--- src/rtl/mux_8_1_rr_sched_if.sv ---
// rtl/mux_8_1_rr_sched_if.sv - request/data/stall inputs and grant/sample outputs of the shared 8:1 mux
interface mux_8_1_rr_sched_if;
  logic [7:0] d;
  logic [7:0] req;
  logic       stall;
  logic [7:0] grant;
  logic [2:0] sel;
  logic       out;
  logic [2:0] out_src;
  logic       out_valid;

  modport master (
    output d, req, stall,
    input  grant, sel, out, out_src, out_valid
  );

  modport slave (
    input  d, req, stall,
    output grant, sel, out, out_src, out_valid
  );
endinterface

--- src/rtl/mux_8_1_rr_sched.sv ---
// rtl/mux_8_1_rr_sched.sv - round-robin scheduler sharing one 8:1 bit mux, with bounded hold and registered tagged sample
module mux_8_1_rr_sched #(
  parameter int MAX_HOLD = 4,
  parameter int PTR_INIT = 0
) (
  input logic               clk,
  input logic               rst,
  mux_8_1_rr_sched_if.slave bus
);

  typedef enum logic {IDLE, GRANT} state_t;

  localparam logic [3:0] HOLD_MAX = 4'(MAX_HOLD);
  localparam logic [2:0] PTR_RST  = 3'(PTR_INIT);

  state_t     state, nxt_state;
  logic [2:0] sel_r, nxt_sel;
  logic [3:0] hold_cnt, nxt_hold;
  logic [2:0] ptr, nxt_ptr;
  logic       out_r;
  logic [2:0] out_src_r;
  logic       out_valid_r;

  logic [7:0] held;
  logic [3:0] pick_idle;
  logic [3:0] pick_rel;
  logic       release_now;

  // Returns {found, index} of the first set bit scanning circularly from p.
  function automatic logic [3:0] rr_pick(input logic [7:0] r, input logic [2:0] p);
    logic [3:0] res;
    logic [2:0] idx;
    res = 4'b0;
    for (int i = 0; i < 8; i++) begin
      idx = p + 3'(i);
      if (!res[3] && r[idx]) res = {1'b1, idx};
    end
    return res;
  endfunction

  assign held = 8'b1 << sel_r;

  always_comb begin
    nxt_state   = state;
    nxt_sel     = sel_r;
    nxt_hold    = hold_cnt;
    nxt_ptr     = ptr;
    release_now = 1'b0;
    pick_idle   = rr_pick(bus.req, ptr);
    // Starting one past the holder puts the holder last in line.
    pick_rel    = rr_pick(bus.req, sel_r + 3'd1);
    case (state)
      IDLE: begin
        if (pick_idle[3]) begin
          nxt_state = GRANT;
          nxt_sel   = pick_idle[2:0];
          nxt_hold  = 4'd1;
        end
      end
      GRANT: begin
        if (!bus.stall) begin
          release_now = !bus.req[sel_r] ||
                        (hold_cnt == HOLD_MAX && (bus.req & ~held) != 8'b0);
          if (release_now) begin
            nxt_ptr = sel_r + 3'd1;
            if (pick_rel[3]) begin
              nxt_sel  = pick_rel[2:0];
              nxt_hold = 4'd1;
            end else begin
              nxt_state = IDLE;
              nxt_sel   = 3'd0;
              nxt_hold  = 4'd0;
            end
          end else if (hold_cnt != HOLD_MAX) begin
            nxt_hold = hold_cnt + 4'd1;
          end
        end
      end
    endcase
  end

  always_ff @(posedge clk) begin
    if (rst) begin
      state       <= IDLE;
      sel_r       <= 3'd0;
      hold_cnt    <= 4'd0;
      ptr         <= PTR_RST;
      out_r       <= 1'b0;
      out_src_r   <= 3'd0;
      out_valid_r <= 1'b0;
    end else begin
      state    <= nxt_state;
      sel_r    <= nxt_sel;
      hold_cnt <= nxt_hold;
      ptr      <= nxt_ptr;
      if (!bus.stall) begin
        out_r       <= bus.d[sel_r];
        out_src_r   <= sel_r;
        out_valid_r <= (state == GRANT);
      end
    end
  end

  assign bus.grant     = (state == GRANT) ? held : 8'b0;
  assign bus.sel       = sel_r;
  assign bus.out       = out_r;
  assign bus.out_src   = out_src_r;
  assign bus.out_valid = out_valid_r;

endmodule

--- src/flat_wrapper.sv ---
// flat-port wrapper written by rule: the top's interface ports become plain ports
module mux_8_1_rr_sched_flat 
#(
  parameter int MAX_HOLD = 4,
  parameter int PTR_INIT = 0
)
  (clk, rst, bus_d, bus_req, bus_stall, bus_grant, bus_sel, bus_out, bus_out_src, bus_out_valid);
  mux_8_1_rr_sched_if bus_i ();
  input logic clk;
  input logic rst;
  input wire logic [$bits(bus_i.d)-1:0] bus_d;
  input wire logic [$bits(bus_i.req)-1:0] bus_req;
  input wire logic [$bits(bus_i.stall)-1:0] bus_stall;
  output wire logic [$bits(bus_i.grant)-1:0] bus_grant;
  output wire logic [$bits(bus_i.sel)-1:0] bus_sel;
  output wire logic [$bits(bus_i.out)-1:0] bus_out;
  output wire logic [$bits(bus_i.out_src)-1:0] bus_out_src;
  output wire logic [$bits(bus_i.out_valid)-1:0] bus_out_valid;
  assign bus_i.d = bus_d;
  assign bus_i.req = bus_req;
  assign bus_i.stall = bus_stall;
  assign bus_grant = bus_i.grant;
  assign bus_sel = bus_i.sel;
  assign bus_out = bus_i.out;
  assign bus_out_src = bus_i.out_src;
  assign bus_out_valid = bus_i.out_valid;
  mux_8_1_rr_sched #(.MAX_HOLD(MAX_HOLD), .PTR_INIT(PTR_INIT)) u_core (.clk(clk), .rst(rst), .bus(bus_i));
endmodule
--- config.mk ---
export PLATFORM = sky130hd
export DESIGN_NAME = mux_8_1_rr_sched_flat
export DESIGN_NICKNAME = d
export VERILOG_FILES = /design/src/rtl/mux_8_1_rr_sched_if.sv /design/src/rtl/mux_8_1_rr_sched.sv /design/src/flat_wrapper.sv
export SDC_FILE = /design/constraint.sdc
export NUM_CORES = 1
export LEC_CHECK = 0
export CAP_MARGIN = 20
export CORE_MARGIN = 10
export CORE_UTILIZATION = 29
export DETAILED_ROUTE_END_ITERATION = 6
export PLACE_DENSITY = 0.52
export SYNTH_ARGS = -nofsm -noshare
export SYNTH_HDL_FRONTEND = slang
export SYNTH_SLANG_ARGS = --single-unit
--- constraint.sdc ---
create_clock -name clk -period 7.5 [get_ports clk]
set_clock_uncertainty 0.05 [all_clocks]
set_input_delay 1.125 -clock clk [delete_from_list [all_inputs] [get_ports clk]]
set_output_delay 1.125 -clock clk [all_outputs]
set_load 0.01 [all_outputs]
==> run_results.csv <==
group,metric,value,unit
logic_synthesis,synth_edf_count,0,
logic_synthesis,ys_types,68,
logic_synthesis,yosys.area_share.simple,19.0,%
floorplanning,core_area,10300,sq um
setup_path,r2r_end,"u_core.bus.sel[2]$_SDFFE_PP0P_",
sta,tightest_slew,0.797,ns
setup_path,rr_worst_depth,11,
logic_synthesis,synth_most_common_cell,"mux2i_1",
setup_path,crit_arrival,4.57,ns
logic_synthesis,async_flop_share,0,%
logic_synthesis,synth_top_family_by_area,"multiplexers",
layout,layout.nets,413,
logic_synthesis,synthTopCellsByArea,"mux4_2, dfxtp_1, mux2i_1",
place,routabilityCongestion,0.890,
cts,cts_setup_buffers,0,
logic_synthesis,synth_top_area_share,16.1,%
global_route,gr-usage-met3,2.19,%
sta,timing.slew.headroom,46.7,%
setup_path,path_class,"reg2reg",
setup_path,cp-end-kind,"register",
logic_synthesis,syn_area,3080,sq um
global_route,busiest_layer,"met2",
drt,postRouteAntennaNets,0,
global_route,grt_util_met1,17.0,%
run,cap_violations,0,
global_route,grt_usage,12.4,%
cts,root_buffer,"clkbuf_8",
logic_synthesis,synth_area_per_cell,8.24,sq um
logic_synthesis,synthTopCellsByCount,"mux2i_1, nor2_1, nand2_1",
power_and_ir_drop,power.density,163,nW/um^2
drt,viasPerCell,5.83,
global_route,antenna_found_initial,0,
layout,final_cells,516,
run_status,status,"completed",
sta,period_needed,4.47,ns
logic_synthesis,synthAdderAreaFrac,4.87,%
cts,insertion_delay,0.25,ns
sta,finalSetupViolCount,0,
logic_synthesis,yosysSeqAreaShare,10.4,%
drt,route.detailed.drc,0,
floorplanning,die-width,123,microns
min_path,hold_start,"u_core.bus.out_valid$_SDFFE_PP0N_",
sta,holdWs,0.419,ns
floorplanning,start_util,29.9,%
logic_synthesis,synthXorXnorAreaFrac,2.56,%
layout,fill_cells,1070,
setup_path,crit_chain,"buf_4 > clkinv_1 > ha_1 > buf_4 > mux2_2 > mux4_2 > nor2_1 > nand2_1 > a211oi_1 > a211oi_1 > a311oi_1",
place,port_buffers,34,
power_and_ir_drop,p_leak,1.19,nW
floorplanning,design.die.area,15200,sq um
sta,tns,0,ns
setup_path,worst-r2r-setup-slack,3.03,ns
logic_synthesis,ys_warn_count,0,
min_path,min_path_cells,2,
cts,clk_pin_slew,0.06,ns
setup_path,worstPathRequired,7.60,ns
min_path,worstHoldPathType,"reg2reg",
layout,area_growth,12.7,%
logic_synthesis,syn_inst,374,
global_route,grt.overflow.total,0,
global_route,grt_max_degree,35,
floorplanning,io_pins,35,
sta,fin_crit_sh,59.6,%
layout,drive_above_1_share,13.9,%
cts,cts_resized,0,
cts,numCtsBuffers,3,
logic_synthesis,synth.mux.area_fraction,31.6,%
logic_synthesis,yosys_most_used_dff,"dfxtp_1",
drt,drt_pass1_iterations,5,
setup_path,path_max_fanout,34,
setup_path,crit_path_max_incr_delay,0.66,ns
logic_synthesis,synth_compound_area_share,23.4,%
logic_synthesis,synth_fp_nets,405,
drt,wl,9600,microns
layout,n_antenna_cell,0,
global_route,use_met2,20.2,%
logic_synthesis,yosysTopAreaCell,"mux4_2",
global_route,grt_pass1_vias,2941,
drt,avgRoutedWirePerCell,18.6,microns
setup_path,cp_slowest_cell,"clkinv_1",
sta,rsz0062_at_grt,"false",
floorplanning,die_height,123,microns
setup_path,timing.rr.start,"u_core.bus.sel[0]$_SDFFE_PP0P_",
drt,vias,3007,
place,placedCellCount,513,
cts,cts_tree,"done",
power_and_ir_drop,peakVddDrop,52.1,uV
place,hpwlAfterDp,6970,microns
sta,hold_viol,0,
sta,maxSlewViolCount,0,
cts,clock_sinks,16,
sta,fmax,224,MHz
setup_path,worst_setup_path_start_kind,"register",
floorplanning,rows,37,
cts,ctsHoldBuffers,0,
drt,drt_iter0_drc,372,
logic_synthesis,ys_seq_elements,16,
cts,htreeDepth,1,
global_route,grt_pass1_wl,15700,microns
cts,cts.path.max_buffers,2,
min_path,holdPathEnd,"u_core.bus.out_valid$_SDFFE_PP0N_",
[layout make-up]
class                           count  area [sq um]  share of cell area [%]
Clock buffer                        3          41.3                    1.19
Inverter                           21          78.8                    2.27
Multi-Input combinational cell    304          2510                    72.2
Sequential cell                    16           320                    9.22
Tap cell                          136           170                    4.90
Timing Repair Buffer               36           355                    10.2
[cells in the final DEF, fill, tap and decap left out, types with 4 or more instances in the layout]
master           netlist  layout
a21oi_1               24      24
nor2_1                31      31
dfxtp_1               16      16
a211oi_1               6       6
xnor2_1                7       7
and3_1                10      10
nand2_1               27      27
o311ai_0               4       4
ha_1                  12      12
o22ai_1                6       6
nand3_1                7       7
o21ai_0               15      15
mux2i_1               32      32
nor2b_1                6       6
nand2b_1              11      11
inv_1                 20      20
clkdlybuf4s50_1        0      34
mux4_2                22      22
mux2_2                14      14
[where the power goes]
group          switching (mW)  leakage [nW]  total (mW)  internal (mW)
combinational           0.218          1.04       0.393          0.175
clock                  0.0282        0.0216      0.0638         0.0356
sequential             0.0168         0.131       0.108         0.0914
[worst max path at each step]
stage | from | endpoint | slack [ns] | depth (start not counted)
floorplan | u_core.bus.sel[0]$_SDFFE_PP0P_ | u_core.bus.sel[1]$_SDFFE_PP0P_ | 4.10 | 12
global placement | u_core.bus.sel[0]$_SDFFE_PP0P_ | u_core.bus.sel[2]$_SDFFE_PP0P_ | 3.07 | 11
detailed placement | u_core.bus.sel[0]$_SDFFE_PP0P_ | u_core.bus.sel[2]$_SDFFE_PP0P_ | 3.07 | 11
CTS | u_core.bus.sel[0]$_SDFFE_PP0P_ | u_core.bus.sel[2]$_SDFFE_PP0P_ | 3.05 | 11
global route | u_core.bus.sel[0]$_SDFFE_PP0P_ | u_core.bus.sel[2]$_SDFFE_PP0P_ | 2.70 | 11
finish | u_core.bus.sel[0]$_SDFFE_PP0P_ | u_core.bus.sel[2]$_SDFFE_PP0P_ | 3.03 | 11
[flip-flops by register name (all words and copies together), names as in the netlist]
name,cells
u_core.bus.sel,3
u_core.state,1
u_core.bus.out,1
u_core.hold_cnt,4
u_core.bus.out_valid,1
u_core.bus.out_src,3
u_core.ptr,3
[metrics by stage]
step                cell area (sq um)  worst slack (ns)  power [mW]  util [%]
floorplan                        3080              4.10       0.408         -
global placement                 3430              3.07       0.497      33.3
detailed placement               3430              3.07       0.496      33.3
CTS                              3480              3.05       0.564      33.7
global route                     3480              2.70       0.608      33.7
finish                           3480              3.03       0.565      33.7
[critical path, delay by kind of cell (launching register included)]
kind            cells  cell delay [ns]
buf+inv             3             1.39
simple gates        2             0.39
mux                 2             1.02
flops               1             0.30
compound gates      3             0.65
fa+ha+maj           1             0.55
[metal layers]
metal,share of wire (%),vias up
li1,-,1429
met1,46,1484
met2,48,84
met3,5.1,10
met4,1.2,0
met5,0,-
[cell families (layout without fill, tap and decap cells)]
logic type	after synthesis	in the layout
AO/OA/AOI/OAI	100	100
XOR/XNOR	9	9
adder cells (fa/ha/maj)	12	12
buffers and inverters	54	60
flip-flops	16	16
multiplexers	68	68
AND/OR/NAND/NOR	115	115
(Power assumes the default switching activity.)
